File: src/rtl/adder_share_ctrl.sv
// Round-robin arbiter that shares one combinational adder between two requesters.
// Latches the winner's operands, captures the WIDTH+1 bit sum, and returns it via valid/ready.
module adder_share_ctrl #(
   parameter int unsigned WIDTH = 8
) (
   input  logic             clk,
   input  logic             rst_n,
   input  logic             req0,
   input  logic [WIDTH-1:0] a0,
   input  logic [WIDTH-1:0] b0,
   input  logic             req1,
   input  logic [WIDTH-1:0] a1,
   input  logic [WIDTH-1:0] b1,
   output logic             gnt0,
   output logic             gnt1,
   output logic [WIDTH-1:0] add_a,
   output logic [WIDTH-1:0] add_b,
   input  logic [WIDTH:0]   add_res,
   output logic             res_valid,
   output logic             res_id,
   output logic [WIDTH:0]   res,
   input  logic             res_ready,
   output logic             busy
);

   typedef enum logic [1:0] {StIdle, StCalc, StDone} state_e;

   state_e           state_q;
   logic             rr_ptr_q;
   logic             gnt0_q;
   logic             gnt1_q;
   logic [WIDTH-1:0] add_a_q;
   logic [WIDTH-1:0] add_b_q;
   logic             res_valid_q;
   logic             res_id_q;
   logic [WIDTH:0]   res_q;
   logic             busy_q;
   logic             winner;

   // A lone request wins outright; on contention the round-robin pointer decides.
   always_comb begin
      winner = 1'b0;
      if (req0 && req1) begin
         winner = rr_ptr_q;
      end else begin
         winner = req1;
      end
   end

   always_ff @(posedge clk or negedge rst_n) begin
      if (!rst_n) begin
         state_q     <= StIdle;
         rr_ptr_q    <= 1'b0;
         gnt0_q      <= 1'b0;
         gnt1_q      <= 1'b0;
         add_a_q     <= '0;
         add_b_q     <= '0;
         res_valid_q <= 1'b0;
         res_id_q    <= 1'b0;
         res_q       <= '0;
         busy_q      <= 1'b0;
      end else begin
         gnt0_q <= 1'b0;
         gnt1_q <= 1'b0;
         unique case (state_q)
            StIdle: begin
               if (req0 || req1) begin
                  add_a_q  <= winner ? a1 : a0;
                  add_b_q  <= winner ? b1 : b0;
                  gnt0_q   <= ~winner;
                  gnt1_q   <= winner;
                  res_id_q <= winner;
                  rr_ptr_q <= ~winner;
                  state_q  <= StCalc;
                  busy_q   <= 1'b1;
               end
            end
            StCalc: begin
               res_q       <= add_res;
               res_valid_q <= 1'b1;
               state_q     <= StDone;
            end
            StDone: begin
               // res and res_id stay put after the handshake; only valid drops.
               if (res_ready) begin
                  res_valid_q <= 1'b0;
                  state_q     <= StIdle;
                  busy_q      <= 1'b0;
               end
            end
            default: begin
               res_valid_q <= 1'b0;
               state_q     <= StIdle;
               busy_q      <= 1'b0;
            end
         endcase
      end
   end

   assign gnt0      = gnt0_q;
   assign gnt1      = gnt1_q;
   assign add_a     = add_a_q;
   assign add_b     = add_b_q;
   assign res_valid = res_valid_q;
   assign res_id    = res_id_q;
   assign res       = res_q;
   assign busy      = busy_q;

endmodule

File: config.mk
export PLATFORM = sky130hd
export DESIGN_NAME = adder_share_ctrl
export DESIGN_NICKNAME = d
export VERILOG_FILES = /design/src/rtl/adder_share_ctrl.sv
export SDC_FILE = /design/constraint.sdc
export NUM_CORES = 1
export LEC_CHECK = 0
export BUFFER_PORTS_ARGS = -buffer_cell sky130_fd_sc_hd__buf_2
export CAP_MARGIN = 20
export CORE_ASPECT_RATIO = 0.9
export CORE_UTILIZATION = 44
export CTS_CLUSTER_SIZE = 40
export DETAILED_ROUTE_END_ITERATION = 12
export PLACE_DENSITY = 0.81
export SYNTH_ARGS = -nofsm -noshare
export SYNTH_HDL_FRONTEND = slang
export SYNTH_SLANG_ARGS = --single-unit
File: constraint.sdc
create_clock -name clk -period 1.3 [get_ports clk]
set_input_delay 0.195 -clock clk [delete_from_list [all_inputs] [get_ports clk]]
set_output_delay 0.195 -clock clk [all_outputs]
set_load 0.1 [all_outputs]
==> key figures <==
Status
  • Status: completed

Routing
  • Initial DRC count: 58
  • Drc violations: 0
  • Detailed Routing Iterations Pass 1: 4
  • Routed wire per std cell: 13.57 um
  • DR vias: 1377
  • Antenna-violating nets left: 0
  • Vias/cell: 5.196
  • Total wire length: 3597 um

Timing
  • Period utilization: 0.9715
  • Max-slew violations: 0
  • RSZ-0062 raised after global routing: no
  • Hold Vio Cnt, Final: 0
  • Setup Skew: 5.503 ps
  • Slew margin rel.: 0.6743
  • Fmax: 791.8 MHz
  • Final setup violation count: 0
  • Final Critical Period: 1263 ps
  • Slew @ Worst Pin: 491.9 ps
  • TNS Setup: 0 ps
  • Setup ws final: 37.10 ps

Synthesis
  • Post-synthesis cell count: 138
  • Post-synth top area share: 0.5579
  • Yosys cell types: 24
  • Largest family of logic cells by synthesized area: compound AO/OA/AOI/OAI gates
  • Mapped cell area: 0.001480 mm^2
  • EDFF count, synth: 0
  • Synth Area in Compound Gates: 0.2122
  • Async SR Flop Fraction: 1.000
  • Yosys warns: 0
  • Yosys top cell by area: dfrtp_1
  • Multiplexer share of the synthesized area: 0.06847
  • Synth Flop Type: dfrtp_1
  • Synth area leaders: dfrtp_1 (56%), a31oi_1 (7.2%), a21oi_1 (6.4%), o21ai_0 (6.1%), nand3_1 (5.4%)
  • Syn_area_per_cell: 10.73 um^2
  • Simple-gate share of the synthesized area: 0.09975
  • Post-Syn Nets: 184
  • #FFs+latches synth: 33
  • XOR/XNOR share of the synthesized area: 0
  • Seq/Total Area, Yosys: 0.5579
  • Adder-cell area share of the yosys netlist: 0

Flow run
  • Max cap viols: 0

Floorplan
  • Die height: 57.03 um
  • Die Area: 0.003600 mm^2
  • IO Count: 76
  • Die Span X: 63.14 um
  • Initial core utilization: 0.4717
  • Rows: 19
  • Total core area: 0.003138 mm^2

Placement
  • RePlAce Congestion: 0.7434
  • Placement Setup Slack: 49.52 ps
  • Post-DP HPWL: 2534 um
  • Port Buffers: 75

Clock network
  • Inserted Clock Buffers: 5
  • TritonCTS Sinks: 33
  • CTS tree: built
  • CTS clock-pin slew for the worst setup and hold paths: 70 ps
  • Clock Tree Buf Depth: 2
  • H-tree depth: 2
  • Worst-Skew Late Latency: 280 ps
  • Root Buffer: clkbuf_8

Critical path
  • Reg2reg end: add_b[4]
  • Worst Setup EP: add_b[5]
  • Crit-path cells: buf_2
  • R2r setup slk: 90 ps
  • Crit path capture type: output port
  • Slowest cell on crit path: buf_2
  • Worst r2r src: state_q[1]
  • CP delay by family, top: buffers and inverters
  • Startpoint Class: flop
  • Critical Path AT: 1070 ps
  • Worst R2R Path Depth: 4
  • CP Depth: 1
  • Buf/Inv on CP: 1
  • CP Data Required Time: 1110 ps
  • CP max stage delay: 430 ps
  • Crit Path Max Fanout: 2
  • Critical path class: flop to output port
  • Worst Setup SP: add_b[5]

GRT
  • Vias in the first global route: 1300
  • All-Layer GR Usage: 0.2214
  • First-pass GRT wire length: 5968 um
  • Total grt overflow: 0
  • Initial antenna violation count: 0
  • Largest net degree at the start of global routing: 34

Hold path
  • Hold Crit Class: primary input to flop

Final layout
  • Layout cells sized above 1: 0.4753
  • Area Overhead vs Synth: 41.17%
  • N_diodes: 0
  • Nets@finish: 268
Yosys cell counts, drive strengths merged (2+ instances only):
cell	number
a21oi	19
o21ai	18
dfrtp	33
mux2	9
a21o	2
nand3	16
a31oi	17
nand2	2
nor2	3
inv	3
buf	10
how the worst min path moves through the flow:
stage / startpoint / cells past startpoint / end
2_1_floorplan: rst_n / 0 / add_a[0]
3_3_place_gp: rst_n / 2 / add_b[5]
3_5_place_dp: rst_n / 2 / add_b[5]
4_1_cts: add_res[1] / 2 / res[1]
5_1_grt: add_res[0] / 2 / res[0]
6_report: add_res[0] / 2 / res[0]
area by class of cell:
class | count | area (um^2)
Tap cell | 42 | 52.55
Timing Repair Buffer | 87 | 540.5
Sequential cell | 33 | 825.8
Clock buffer | 6 | 72.57
Inverter | 3 | 13.76
Multi-Input combinational cell | 92 | 574.3
Fill cell | 281 | 1049
Clock inverter | 2 | 10.01
logic make-up (layout without fill, tap and decap cells):
family	count (synthesis)	count (layout)
AOI/OAI and AO/OA	57	57
DFF	33	33
and+or+nand+nor	25	26
buffers and inverters	14	98
muxes	9	9
state kept, by name, summed over array words and instances, names as in the netlist:
name       count
state_q        2
busy           1
gnt1           1
res            9
res_id         1
gnt0           1
res_valid      1
add_a          8
rr_ptr_q       1
add_b          8
placed cells by master, fill, tap and decap left out, drive strengths merged, types with 2 or more instances in the layout:
master,instances
a31oi,17
clkbuf,13
o21ai,18
nand3,16
dfrtp,33
a21o,2
a21oi,19
nor2,4
nand2,2
clkinv,2
mux2,9
inv,3
buf,79
per-layer routing:
layer / part of all wire / up-vias / GRT usage
met1: 0.45 / 639 / 0.2768
met3: 0.064 / 4 / 0.06600
met4: 0.011 / 0 / 0.07973
met2: 0.47 / 54 / 0.3656
li1: - / 680 / -
met5: 0 / - / 0
repair_timing:
| action | in CTS | in global routing |
|---|---|---|
| endpoints found under the hold margin | 33 | 0 |
| setup buffers | 0 | 1 |
| hold buffers | 1 | 0 |
| gates resized for setup | 0 | 8 |
| endpoints found under the setup margin | 0 | 27 |
per-stage QoR:
stage / instances / instance area (um^2) / util / hold slack, ps
6_report: 265 / 2090 / 0.6659 / 131.3
2_1_floorplan: 138 / 1480 / - / -100.6
5_1_grt: 265 / 2090 / 0.6659 / 120.9
3_3_place_gp: 254 / 1961 / 0.6248 / 237.1
4_1_cts: 263 / 2053 / 0.6543 / 126.7
3_5_place_dp: 254 / 1961 / 0.6248 / 236.5
Power is not shown: default switching activity piles up to over one toggle a cycle in this logic, so the estimate is an artifact.
